**src/rtl/serial_word_feeder_pkg.sv**
```systemverilog
`default_nettype none
// ============================================================================
// Module      : serial_word_feeder_pkg
// Description : Shared types and constants for the bit-serial
//               two's-complement path (feeder, complementer, deserialiser).
// Revision    : 1.0 - initial release
// ============================================================================
package serial_word_feeder_pkg;

    // Default word width used across the serial path
    localparam int WORD_W = 8;

    // Feeder control states
    typedef enum logic [1:0] {
        ST_IDLE  = 2'd0,
        ST_SHIFT = 2'd1,
        ST_GAP   = 2'd2
    } feeder_state_t;

endpackage
`default_nettype wire

```
**src/rtl/serial_word_feeder_hold.sv**
```systemverilog
`default_nettype none
// ============================================================================
// Module      : word_hold_reg
// Description : One-word holding register with full flag. A load captures
//               the word and sets full; an unload clears full.
// Revision    : 1.0 - initial release
// ============================================================================
module word_hold_reg
    import serial_word_feeder_pkg::*;
#(
    parameter int W = WORD_W
) (
    input  logic         clk,
    input  logic         rst,
    input  logic         i_load,
    input  logic         i_unload,
    input  logic [W-1:0] i_data,
    output logic [W-1:0] o_data,
    output logic         o_full
);

    logic [W-1:0] r_data;
    logic         r_full;

    // Capture on load; load wins over unload so a same-edge refill stays full
    always_ff @(posedge clk) begin
        if (rst) begin
            r_data <= '0;
            r_full <= 1'b0;
        end else if (i_load) begin
            r_data <= i_data;
            r_full <= 1'b1;
        end else if (i_unload) begin
            r_full <= 1'b0;
        end
    end

    assign o_data = r_data;
    assign o_full = r_full;

endmodule
`default_nettype wire

```
**src/rtl/serial_word_feeder.sv**
```systemverilog
`default_nettype none
// ============================================================================
// Module      : serial_word_feeder
// Description : Accepts parallel words over valid/ready and shifts them out
//               LSB-first with sof/eof framing. A holding register lets the
//               next word follow the current one without an idle slot.
// Revision    : 1.0 - initial release
// ============================================================================
module serial_word_feeder
    import serial_word_feeder_pkg::*;
#(
    parameter int W   = WORD_W,
    parameter int GAP = 0
) (
    input  logic         t_clock,
    input  logic         r,
    input  logic [W-1:0] din,
    input  logic         din_valid,
    output logic         din_ready,
    output logic         x_out,
    output logic         bit_valid,
    output logic         sof,
    output logic         eof
);

    localparam int                  c_CW       = $clog2(W);
    localparam int                  c_GAP_CW   = (GAP > 1) ? $clog2(GAP) : 1;
    localparam logic [c_CW-1:0]     c_LAST_BIT = c_CW'(W - 1);
    localparam logic [c_GAP_CW-1:0] c_GAP_LAST = c_GAP_CW'((GAP > 0) ? GAP - 1 : 0);

    feeder_state_t         r_state;
    feeder_state_t         w_state_next;
    logic [W-1:0]          r_shift;
    logic [W-1:0]          w_shift_next;
    logic [c_CW-1:0]       r_bit_cnt;
    logic [c_CW-1:0]       w_bit_cnt_next;
    logic [c_GAP_CW-1:0]   r_gap_cnt;
    logic [c_GAP_CW-1:0]   w_gap_cnt_next;
    logic                  r_din_ready;
    logic                  r_x_out;
    logic                  r_bit_valid;
    logic                  r_sof;
    logic                  r_eof;
    logic                  w_accept;
    logic                  w_hold_load;
    logic                  w_hold_unload;
    logic                  w_hold_full;
    logic                  w_hold_full_next;
    logic [W-1:0]          w_hold_data;

    assign w_accept = din_valid & r_din_ready;

    word_hold_reg #(
        .W (W)
    ) u_hold (
        .clk      (t_clock),
        .rst      (r),
        .i_load   (w_hold_load),
        .i_unload (w_hold_unload),
        .i_data   (din),
        .o_data   (w_hold_data),
        .o_full   (w_hold_full)
    );

    // Hold occupancy after this edge; din_ready is registered from it
    assign w_hold_full_next = w_hold_load | (w_hold_full & ~w_hold_unload);

    // Next-state, shifter and counter update; the hold reg is drained before din
    always_comb begin
        w_state_next   = r_state;
        w_shift_next   = r_shift;
        w_bit_cnt_next = r_bit_cnt;
        w_gap_cnt_next = r_gap_cnt;
        w_hold_load    = 1'b0;
        w_hold_unload  = 1'b0;
        case (r_state)
            ST_IDLE: begin
                if (w_accept) begin
                    w_state_next   = ST_SHIFT;
                    w_shift_next   = din;
                    w_bit_cnt_next = '0;
                end
            end
            ST_SHIFT: begin
                if (r_bit_cnt == c_LAST_BIT) begin
                    if (GAP > 0) begin
                        w_state_next   = ST_GAP;
                        w_gap_cnt_next = '0;
                        w_hold_load    = w_accept;
                    end else if (w_hold_full) begin
                        w_shift_next   = w_hold_data;
                        w_hold_unload  = 1'b1;
                        w_bit_cnt_next = '0;
                    end else if (w_accept) begin
                        w_shift_next   = din;
                        w_bit_cnt_next = '0;
                    end else begin
                        w_state_next   = ST_IDLE;
                    end
                end else begin
                    w_shift_next   = r_shift >> 1;
                    w_bit_cnt_next = r_bit_cnt + 1'b1;
                    w_hold_load    = w_accept;
                end
            end
            ST_GAP: begin
                if (r_gap_cnt == c_GAP_LAST) begin
                    if (w_hold_full) begin
                        w_state_next   = ST_SHIFT;
                        w_shift_next   = w_hold_data;
                        w_hold_unload  = 1'b1;
                        w_bit_cnt_next = '0;
                    end else if (w_accept) begin
                        w_state_next   = ST_SHIFT;
                        w_shift_next   = din;
                        w_bit_cnt_next = '0;
                    end else begin
                        w_state_next   = ST_IDLE;
                    end
                end else begin
                    w_gap_cnt_next = r_gap_cnt + 1'b1;
                    w_hold_load    = w_accept;
                end
            end
            default: begin
                w_state_next = ST_IDLE;
            end
        endcase
    end

    // State register
    always_ff @(posedge t_clock) begin
        if (r) begin
            r_state <= ST_IDLE;
        end else begin
            r_state <= w_state_next;
        end
    end

    // Datapath and registered outputs, derived from the values entering each flop
    always_ff @(posedge t_clock) begin
        if (r) begin
            r_shift     <= '0;
            r_bit_cnt   <= '0;
            r_gap_cnt   <= '0;
            r_din_ready <= 1'b0;
            r_x_out     <= 1'b0;
            r_bit_valid <= 1'b0;
            r_sof       <= 1'b0;
            r_eof       <= 1'b0;
        end else begin
            r_shift     <= w_shift_next;
            r_bit_cnt   <= w_bit_cnt_next;
            r_gap_cnt   <= w_gap_cnt_next;
            r_din_ready <= ~w_hold_full_next;
            r_x_out     <= (w_state_next == ST_SHIFT) & w_shift_next[0];
            r_bit_valid <= (w_state_next == ST_SHIFT);
            r_sof       <= (w_state_next == ST_SHIFT) & (w_bit_cnt_next == '0);
            r_eof       <= (w_state_next == ST_SHIFT) & (w_bit_cnt_next == c_LAST_BIT);
        end
    end

    assign din_ready = r_din_ready;
    assign x_out     = r_x_out;
    assign bit_valid = r_bit_valid;
    assign sof       = r_sof;
    assign eof       = r_eof;

endmodule
`default_nettype wire
```
**config.mk**
```make
export PLATFORM = sky130hd
export DESIGN_NAME = serial_word_feeder
export DESIGN_NICKNAME = d
export VERILOG_FILES = /design/src/rtl/serial_word_feeder_pkg.sv /design/src/rtl/serial_word_feeder_hold.sv /design/src/rtl/serial_word_feeder.sv
export SDC_FILE = /design/constraint.sdc
export NUM_CORES = 1
export LEC_CHECK = 0
export ABC_CLOCK_PERIOD_IN_PS = 1700
export CORE_MARGIN = 2
export CORE_UTILIZATION = 45
export CTS_CLUSTER_DIAMETER = 150
export CTS_CLUSTER_SIZE = 8
export DETAILED_ROUTE_END_ITERATION = 16
export HOLD_SLACK_MARGIN = 0.08
export PLACE_DENSITY = 0.8
export RECOVER_POWER = 50
export SETUP_SLACK_MARGIN = 0.3
export SLEW_MARGIN = 20
export SYNTH_ARGS = -nofsm -noshare
export SYNTH_HDL_FRONTEND = slang
export SYNTH_HIERARCHICAL = 1
export SYNTH_SLANG_ARGS = --single-unit
```
**constraint.sdc**
```tcl
create_clock -name t_clock -period 1.7 [get_ports t_clock]
set_input_delay 0.34 -clock t_clock [delete_from_list [all_inputs] [get_ports t_clock]]
set_output_delay 0.34 -clock t_clock [all_outputs]
set_load 0.02 [all_outputs]
```
After elaboration in Yosys (flattened, before gate mapping)
Cells that the tools add are included.
- register bits: 28
- ROM bits: 0
- bits in writable memories: 0
- logic and storage cells: 61
- latch bits: 0
- memories kept: 0
- output and inout bits: 5
- equal/unequal tests: 6
- shift operators: 0
- magnitude comparators: 0
- muxes and demuxes: 28
- reduce and logical (&&, ||, !) cells: 5
- multiply operators: 0
- bitwise gates (word level): 8
- div/mod/pow operators: 0
- $add $sub $neg: 2
- operator list (operator ; count):
    two-way mux 8 bit ; 4
    one-hot mux 8 bit (3 select lines) ; 1
    two-way mux 3 bit ; 4
    two-way mux 1 bit ; 10
    two-way mux 2 bit ; 5
    one-hot mux 3 bit (3 select lines) ; 1
    == test 3 bit (second input constant) ; 2
    one-hot mux 2 bit (3 select lines) ; 1
    bitwise AND 1 bit ; 5
    == test 2 x 1 -> 1 bit (second input constant) ; 2
    one-hot mux 1 bit (2 select lines) ; 2
    adder 3 x 1 -> 3 bit (second input constant) ; 1
    zero test 3 bit ; 1
    nonzero test 3 bit ; 1
    == test 2 bit (second input constant) ; 1
    zero test 2 bit ; 1
    != test 2 bit (second input constant) ; 1
    inverter 1 bit ; 2
    AND reduction 2 bit ; 1
    nonzero test 2 bit ; 1
    adder 1 bit (second input constant) ; 1
    bitwise OR 1 bit ; 1

Longest topological paths before layout
- depth after elaboration: 7
- gate-level depth with buffers: 9
- gate-level depth less buffers: 8

Modules after synthesis
Netlist, hierarchy kept.
- by module, submodules not included (module ; times used ; cells each ; area each (um2)):
    serial_word_feeder ; 1 ; 107 ; 1004.7
    word_hold_reg ; 1 ; 30 ; 321.6

Worst setup path after synthesis
Ideal clock, no wire load.
- kind: register -> register
- from: reg r_bit_cnt[0]
- to: reg r_x_out, in the netlist x_out
- cell stages (with the launch flop): 9
- data required time: 1.585 ns
- data arrival time: 1.600 ns
- buffers on the path: 1
- setup time: 0.115 ns
- clock period less this slack: 1.715 ns
- setup slack: -0.015 ns
- cells stage by stage: dfxtp_1 -> ha_1 -> ha_1 -> a21oi_2 -> o21bai_2 -> buf_6 -> a222oi_1 -> o22ai_1 -> and2_1
- word-level cells in the longest chain between the ends: 5
- elaborated cells on any way between the ends: 7
- ends and longest elaborated chain (what ; RTL line ; RTL):
    from (decl) ; serial_word_feeder.sv:35 ; logic [c_CW-1:0] r_bit_cnt;
    from (signal assigned) ; serial_word_feeder.sv:153 ; r_bit_cnt <= w_bit_cnt_next;
    == test 3 bit * ; serial_word_feeder.sv:85 ; if (r_bit_cnt == c_LAST_BIT) begin
    two-way mux 2 bit ; serial_word_feeder.sv:85 ;
    one-hot mux 2 bit (3 select lines) ; serial_word_feeder.sv:76 ; case (r_state)
    == test 2 x 1 -> 1 bit ; serial_word_feeder.sv:156 ; r_x_out <= (w_state_next == ST_SHIFT) & w_shift_next[0];
    bitwise AND 1 bit * ; serial_word_feeder.sv:156 ;
    to (signal assigned) ; serial_word_feeder.sv:156 ;
    to (decl) ; serial_word_feeder.sv:40 ; logic r_x_out;
Mark *: on every way between the ends. The rest lies on a longest branch, timed or not.
A chain may end at the register's enable or synchronous reset.

Final worst setup path
- from: reg r_bit_cnt[0]
- to: reg r_shift[0]
- word-level cells in the longest chain between the ends: 3
- ends and longest elaborated chain (what ; RTL line ; RTL):
    == test 3 bit ; serial_word_feeder.sv:85 ;
    two-way mux 8 bit ; serial_word_feeder.sv:85 ;
    one-hot mux 8 bit (3 select lines) ; serial_word_feeder.sv:76 ;
    to (signal assigned) ; serial_word_feeder.sv:152 ; r_shift <= w_shift_next;
    to (decl) ; serial_word_feeder.sv:33 ; logic [W-1:0] r_shift;
No other way between the ends.

==> summary.txt <==
Power and ir drop
  • P_leak: 0.7354 nW
  • Peak VDD IR: 0.0006543 V
  • PwrDens: 660.3 mW/mm²

Routing
  • Vias: 1155
  • Routed len/inst: 16.47 µm
  • Routed WL: 3.326 mm
  • TritonRoute pass-1 iters: 5
  • DRC viols: 0
  • Remaining antenna violation count: 0
  • Initial DRC count: 41
  • Vias/cell: 5.718

Place
  • DP HPWL: around 2.3 mm
  • Area post-placement: 0.001643 mm²
  • RePlAce Congestion: 0.8460
  • PortBufs: 15
  • Placed cells: 194

Synthesis
  • Syn avg cell area: 9.681 µm²
  • FFs w/ async S/R, synth: 0%
  • Mapped Nets: 155
  • Count of cell types in the netlist: 33
  • Mapped Cells: 137
  • Count leader, synth: dfxtp_1
  • Sequential share of the synthesized area: 40.75%
  • Yosys warns: 6
  • Synth top area cells: dfxtp_1 (41%), mux2_4 (6.8%), ha_1 (6.6%), mux2i_1 (6.0%), a222oi_1 (5.3%)
  • Number of synthesized flops with an enable pin: 0
  • Synthesized cell area: 0.001326 mm²
  • Yosys top cell area share: a little over 40%
  • #FFs+latches synth: 27
  • Most used DFF post-synth: dfxtp_1
  • Largest area contributor in the netlist: dfxtp_1
  • Post-synth top cells: dfxtp_1 (27), nor2_1 (16), nand2_1 (10)

Timing
  • Max-slew violations: 0
  • Setup_tns: -35.33 ps
  • Slew headroom: between 70% and 80%
  • RSZ-0062 raised after global routing: true
  • Clock skew: 0.9900 ps
  • Worst Tran Pin Value: 356.7 ps
  • Final period util: 101.4%
  • Slack of the critical path: -23.88 ps
  • Max Clk Rate: 580.1 MHz
  • Min Tclk post-route: between 1500 and 2000 ps
  • Worst hold slack: 517.2 ps
  • Final hold violations: 0
  • Final Setup Violations: 2

Status
  • Violated checks: negative setup slack
  • Status: complete, but fails checks

Floorplan
  • Number of top-level pins: 16
  • Core area: 0.002781 mm²
  • DIE WIDTH: 58.29 µm
  • Die footprint: 0.003398 mm²
  • Initial core utilization: 47.68%
  • Die height: 58.29 µm
  • Row cnt: 19

Clock tree
  • Clock Tree Root: clkbuf_4
  • CTS Buffer Depth: 2
  • CTS tree: yes
  • Inserted Clock Buffers: 3
  • Clk Latency, worst-skew pair: between 300 and 400 ps
  • H-tree depth: 1
  • Clock slew at reported path FFs: 140 ps
  • Clock sinks: 27

Critical path
  • Critical path required time: 1930 ps
  • Worst Path Max Fanout: 6
  • Worst r2r src: r_bit_cnt[0]
  • Most common cell on crit path: ha_4
  • Worst path buffer plus inverter count: 0
  • Setup crit start: r_bit_cnt[0]
  • Slowest CP cell: dfxtp_2
  • CP Cell Sequence: ha_4 -> ha_4 -> a21oi_4 -> o21bai_4 -> a222oi_1 -> o22ai_1 -> nor2b_1
  • R2R setup slack: -20 ps
  • Crit Path Class: reg -> reg
  • Crit path DAT: 1950 ps
  • Crit. End Element: flip-flop
  • Critical Path Max Stage Delay: 360 ps
  • Startpoint types: flip-flop
  • Cell family with most CP delay: compound AO/OA/AOI/OAI gates

Global route
  • Largest net degree at the start of global routing: 22
  • First-pass GRT wire length: 5.230 mm
  • Vias in the first global route: 1206
  • GRT Residual Overflow: 0
  • GRT Util Overall: 19.77%
  • Initial antenna violation count: 0

Min path
  • Tightest Hold Check Type: reg -> reg
  • Hold path start: r_shift[3]

Cells and area
  • Cell area after layout: 0.001841 mm²
  • Synth-to-Final Area Change: 38.77%
  • Share of cells above drive strength 1: 36.84%
  • N_diodes: 0
  • Nets@finish: 190
  • Non-filler instance count after layout: 202

Job
  • Max Cap Viol: 0
worst reg2reg max path, stage by stage (launching register included):
cell      delay (ps)
dfxtp_2          360
ha_4             160
ha_4             170
a21oi_4          160
o21bai_4         130
a222oi_1         350
o22ai_1          150
nor2b_1          150
sequential cells by signal, indices dropped and copies added, names as in the netlist:
| register | count |
|---|---|
| r_bit_cnt | 3 |
| eof | 1 |
| r_state | 2 |
| x_out | 1 |
| sof | 1 |
| bit_valid | 1 |
| u_hold/o_data | 8 |
| u_hold/o_full | 1 |
| din_ready | 1 |
| r_shift | 8 |
per-layer routing:
metal  vias up  share of wire [%]  track usage, %
met1       551                 44           23.40
met5         -                  0               0
met4         0                1.5           6.645
li1        564                  -               -
met3         6                3.5           2.418
met2        34                 51           36.60
what timing repair did:
item / CTS / global route
cloned: 0 / 1
setup buffers: 1 / 2
setup endpoints to repair: 32 / 28
hold buffers: 0 / 0
gates resized for setup: 25 / 20
pin swaps: 1 / 15
where the power goes:
part | total [mW] | leakage [nW] | switching, mW | internal, mW
clock | 0.278 | 0.0177 | 0.190 | 0.0883
combinational | 0.260 | 0.495 | 0.119 | 0.141
sequential | 0.677 | 0.222 | 0.0204 | 0.657
cells in the final DEF, fill, tap and decap left out, drive strengths merged:
cell	synthesis	final
or3	2	2
and4bb	1	1
o21ai	2	2
ha	7	7
o22ai	7	7
mux2i	8	8
and3	2	2
clkinv	0	1
clkbuf	5	4
buf	3	23
nor2b	3	3
nand2b	1	1
and4b	1	1
a31oi	3	3
nor3	1	1
o21bai	1	1
a22o	2	2
mux2	7	7
and2	2	2
nor2	17	17
a211oi	1	1
nand2	11	11
a222oi	7	7
clkdlybuf4s50	0	10
inv	7	7
a22oi	2	2
nor3b	1	1
a21oi	6	6
dlygate4sd2	0	4
dfxtp	27	27
per-stage QoR:
stage          setup WS [ps]  utilization [%]  total power [mW]
5_1_grt               -78.08            66.17             1.268
3_5_place_dp          -294.1            59.06            0.9202
2_1_floorplan          75.77                -            0.8202
6_report              -23.88            66.17             1.215
4_1_cts               -3.088            63.20             1.203
3_3_place_gp          -225.2            59.06            0.9057
final timing paths:
kind | end | depth (start not counted)
setup reg to reg | r_shift[0] | 7
hold reg to reg | r_shift[3] | 2
hold / removal | r_shift[3] | 2
setup / recovery | r_shift[0] | 7
final cells by class:
class,instances,area [µm²]
fill,219,940.9
multi-input combinational,95,862.1
sequential,27,553.0
timing repair buffer,38,327.8
tap,31,38.79
inverter,7,31.28
clock buffer,3,22.52
clock inverter,1,5.005
logic make-up after synthesis:
logic type	Yosys count	share of synthesized area, %
and+or+nand+nor	42	15.66
AOI/OAI and AO/OA	31	17.17
DFF	27	40.75
buffers and inverters	15	6.131
muxes	15	13.68
adders and majority gates	7	6.603
(Power assumes the default switching activity.)
==> variant 1 (config.mk and constraints unchanged) <==
The 3 states of `feeder_state_t` get a one-hot encoding in 3 bits.
--- a/src/rtl/serial_word_feeder_pkg.sv
+++ b/src/rtl/serial_word_feeder_pkg.sv
@@ -13,6 +13,6 @@
     // Feeder control states
-    typedef enum logic [1:0] {
-        ST_IDLE  = 2'd0,
-        ST_SHIFT = 2'd1,
-        ST_GAP   = 2'd2
+    typedef enum logic [2:0] {
+        ST_IDLE  = 3'b001,
+        ST_SHIFT = 3'b010,
+        ST_GAP   = 3'b100
     } feeder_state_t;
Behaviour: same outputs for any inputs over 10 cycles, from zero or initial values; not proved beyond that.
==> variant 1 against the original RTL <==
The flow still finishes with violations (negative setup slack). Area after synthesis fell by 5.9%. Worst setup slack got worse by 0.040 ns. Design area rose by 1.4%. Combinational power fell by 44%. Non-clock buffer count rose by 7. Synthesized cell count fell by 6.6%. Wire length fell by 0.57%. Total power fell by 5.2%. Sequential cell count rose by 1. Utilization rose by 3.3 points. First-iteration DRC count rose by 17%. Critical path depth rose by 1. Critical endpoint is now r_shift[1]$_SDFFE_PP0P_. Highest routed layer unchanged.
==> variant 1: results (changes against the original RTL) <==
Compound-Gate Fraction of Synth Area=19.4% (was 17.2%); # resized after CTS=33 (was 25); post-synthesis adder-cell area fraction=2.01% (was 6.60%); hold depth=1 (was 2); leakage power=0.000736 µW (was 0.000735 µW); vias per std cell=5.56 (was 5.72); final wirelength=3310 µm (was 3330 µm); routability cong.=0.868 (was 0.846); setup slack after layout=-0.0638 ns (was -0.0239 ns); Total Routing Usage GR=21.4% (was 19.8%); critical-path maximum fanout=3 (was 6); Worst Hold Class=register to register (unchanged); global-route wire length before repair=5180 µm (was 5230 µm); worst skew pair latency=0.34 ns (was 0.32 ns); Iteration-0 DRC Markers=48 (was 41); Seq/Total Area, Yosys=44.9% (was 40.8%); Synth cell types=37 (was 33); clock skew=0.0104 ns (was 0.000990 ns); 1st-pass router iterations=4 (was 5); Routed WL per cell=16.4 µm (was 16.5 µm); r2r worst-path depth=8 (was 7); largest cells by area after synthesis=dfxtp_1 45%, mux2i_1 8.0%, nor2_1 4.8% (was dfxtp_1 41%, mux2_4 6.8%, ha_1 6.6%); number of setup buffers added after CTS=5 (was 1); fillers=196 (was 219); Max IR drop VDD=0.463 mV (was 0.654 mV); endpoints failing setup=8 (was 2); fraction of layout cells with a size suffix above 1=40.4% (was 36.8%); commonest cells in the netlist=28 x dfxtp_1, 16 x nor2_1, 10 x mux2i_1 (was 27 x dfxtp_1, 16 x nor2_1, 10 x nand2_1); Hold Worst Slack=0.484 ns (was 0.517 ns); Placement Setup Slack=-0.500 ns (was -0.294 ns); XOR/XNOR share of the synthesized area=0.702% (was 0%); crit-path max cell delay=0.39 ns (was 0.36 ns); mux share of post-synthesis cell area=8.02% (was 13.7%); status=finished, violations left (unchanged); syn avg cell area=9.75 µm² (was 9.68 µm²); Nets=185 (was 190); Syn Nets=141 (was 155); largest net degree at the start of global routing=20 (was 22); post-detail-place hpwl=2100 µm (was 2330 µm); failing checks=negative setup slack (unchanged)
[variant 1: cell count changes after synthesis, moves of 3 or more]
| cell | unedited run | this run |
|---|---|---|
| mux2_4 | 6 | 0 |
| o22ai_1 | 7 | 1 |
| o2bb2ai_1 | 0 | 6 |
| ha_1 | 7 | 2 |
| a31oi_1 | 3 | 0 |
| nand2b_1 | 1 | 4 |
[variant 1: worst paths after layout]
kind,start,to
min reg2reg,r_shift[5]$_SDFFE_PP0P_,r_shift[5]$_SDFFE_PP0P_
max,r_bit_cnt[1]$_SDFF_PP0_,r_shift[1]$_SDFFE_PP0P_
min,r_shift[5]$_SDFFE_PP0P_,r_shift[5]$_SDFFE_PP0P_
max reg2reg,r_bit_cnt[1]$_SDFF_PP0_,r_shift[1]$_SDFFE_PP0P_
[variant 1: where the power goes]
part	switching, µW	internal, µW
sequential	8.06	667
combinational	69.9	75.2
clock	201	132
total	279	874
[variant 1: per-layer routing]
metal	global-route usage (%)	up-vias	part of all wire [%]
met3	4.15	11	4.7
li1	-	547	-
met1	24.0	532	42
met2	36.2	33	49
met5	0	-	0
met4	14.6	0	4.1
[variant 1: per-stage QoR]
step | TNS (ns) | cell area, µm²
global route | -1.09 | 1870
detailed placement | -7.55 | 1600
global placement | -7.46 | 1600
finish | -0.233 | 1870
floorplan | -0.0880 | 1310
CTS | -0.0402 | 1770
[variant 1: final cells by class]
class / count / area (µm²) / share of cell area, %
Multi-Input combinational cell: 88 / 782 / 41.9
Sequential cell: 28 / 568 / 30.4
Timing Repair Buffer: 45 / 418 / 22.4
Tap cell: 31 / 38.8 / 2.08
Clock buffer: 4 / 36.3 / 1.95
Inverter: 6 / 22.5 / 1.21
==> variant 2 (config.mk and constraints unchanged) <==
Without the edit above. The package constant `WORD_W` goes from 8 to 16.
--- a/src/rtl/serial_word_feeder_pkg.sv
+++ b/src/rtl/serial_word_feeder_pkg.sv
@@ -10,3 +10,3 @@
     // Default word width used across the serial path
-    localparam int WORD_W = 8;
+    localparam int WORD_W = 16;
 
Ports: changed (resized din); port bits go from 16 to 24. The function was not compared with the original's and may differ.
==> variant 2 against the original RTL <==
Utilization is 2.9 points lower. Area after synthesis is 87% higher. Wire length increased by 92%. Via count up 86%. Sequential cell count grew 17. Sequential power increased by 62%. Design area rose by 86%. Total power is 110% higher. Worst setup slack gained 0.11 ns. Critical endpoint unchanged. Highest routed layer unchanged.
==> variant 2: results (changes against the original RTL) <==
commonest cells in the netlist=44 x dfxtp_1, 35 x nand2_1, 31 x mux2i_1 (was 27 x dfxtp_1, 16 x nor2_1, 10 x nand2_1); met2 Use GR=37.8% (was 36.6%); H-tree Lvls=2 (was 1); Nets=347 (was 190); crit-path max cell delay=0.41 ns (was 0.36 ns); Routed WL per cell=16.1 µm (was 16.5 µm); number of buffers created by CTS=5 (was 3); fillers=419 (was 219); worst slew pin tran=0.598 ns (was 0.357 ns); Total Routing Usage GR=21.2% (was 19.8%); global-route wire length before repair=10400 µm (was 5230 µm); leakage power=0.00134 µW (was 0.000735 µW); CP max-delay cell=dfxtp_4 (was dfxtp_2); reg2reg setup slack=0.09 ns (was -0.02 ns); r2r worst-path depth=8 (was 7); largest cells by area after synthesis=dfxtp_1 36%, mux2i_1 13%, a221oi_2 6.1% (was dfxtp_1 41%, mux2_4 6.8%, ha_1 6.6%); met1 Track Usage GR=24.9% (was 23.4%); Root Driver=clkbuf_8 (was clkbuf_4); routability cong.=0.897 (was 0.846); clock skew=0.0103 ns (was 0.000990 ns); Max IR drop VDD=0.543 mV (was 0.654 mV); Synth cell types=44 (was 33); post-detail-place hpwl=3780 µm (was 2330 µm); final wirelength=6370 µm (was 3330 µm); largest net degree at the start of global routing=28 (was 22); Iteration-0 DRC Markers=155 (was 41); Seq/Total Area, Yosys=35.6% (was 40.8%); status=complete, no violations (was finished, violations left); IO buf count=23 (was 15); placed cell count=368 (was 194); crit path from=r_state[1]$_SDFF_PP0_ (was r_bit_cnt[0]$_SDFF_PP0_); Syn Nets=298 (was 155); fraction of layout cells with a size suffix above 1=33.1% (was 36.8%)
[variant 2: cell count changes after synthesis, sizes merged, moves of 7 or more]
cell,delta
a222oi,-7
mux2i,+23
nand2,+25
a221oi,+14
o21ai,+33
buf,+12
dfxtp,+17
nor2b,+16
nor2,+8
[variant 2: cell type report]
cell class              count  share of cell area (%)
well taps                  72                    2.64
flip-flops and latches     44                    26.2
clock inverters             1                   0.878
repair buffers             61                    17.7
multi-input cells         205                    48.4
inverters                   5                   0.695
clock buffers               7                    3.48
[variant 2: repair_timing]
action                                  CTS  global route
hold buffers                              0             0
gates cloned                              0             1
endpoints found under the setup margin   49            45
setup buffers                            15             3
pin swaps                                20            30
resized for setup                        35            17
[variant 2: routing by layer]
metal | wire length (µm) | share of wire, %
met5 | 0 | 0
met3 | 208 | 3.3
met4 | 104 | 1.6
met1 | 2860 | 45
met2 | 3200 | 50
[variant 2: kinds of logic (layout without fill, tap and decap cells)]
group | count (synthesis) | count (layout) | synth area share [%]
muxes | 32 | 32 | 13.0
adders and majority gates | 6 | 6 | 3.03
DFF | 44 | 44 | 35.6
AOI/OAI and AO/OA | 67 | 67 | 21.2
buffers and inverters | 24 | 74 | 6.77
and+or+nand+nor | 100 | 100 | 20.5
[variant 2: worst min path at each step]
stage / start / to / slack, ns / cells after the start
2_1_floorplan: u_hold/o_full$_SDFFE_PP0P_ / u_hold/o_full$_SDFFE_PP0P_ / 0.44 / 2
3_3_place_gp: r_shift[5]$_SDFFE_PP0P_ / r_shift[5]$_SDFFE_PP0P_ / 0.46 / 2
3_5_place_dp: r_shift[3]$_SDFFE_PP0P_ / r_shift[3]$_SDFFE_PP0P_ / 0.47 / 2
4_1_cts: r_shift[3]$_SDFFE_PP0P_ / r_shift[3]$_SDFFE_PP0P_ / 0.49 / 2
5_1_grt: r_shift[8]$_SDFFE_PP0P_ / r_shift[8]$_SDFFE_PP0P_ / 0.50 / 2
6_report: r_shift[9]$_SDFFE_PP0P_ / r_shift[9]$_SDFFE_PP0P_ / 0.48 / 2
[variant 2: power by group through the flow]
stage,combinational [µW],clock (µW),sequential [µW]
after floorplan,259,0,1130
after global placement,379,0,1130
after detailed placement,390,0,1130
after CTS,424,1010,1100
after global routing,486,1050,1110
final,451,993,1100
[variant 2: worst min-delay path, stage by stage (launching register included)]
cell,delay [ns]
dfxtp_1,0.33
nand2_1,0.05
o21ai_1,0.05
[variant 2: stage by stage]
stage               util [%]  cell area [µm²]  power (µW)  setup TNS (ns)  setup WS [ns]
detailed placement      54.7             2950        1520           -7.15         -0.404
CTS                     61.4             3320        2530               0          0.113
floorplan                  -             2610        1390               0         0.0477
finish                  63.2             3420        2550               0         0.0858
global placement        54.7             2950        1510           -5.22         -0.275
global route            63.2             3420        2650               0         0.0261
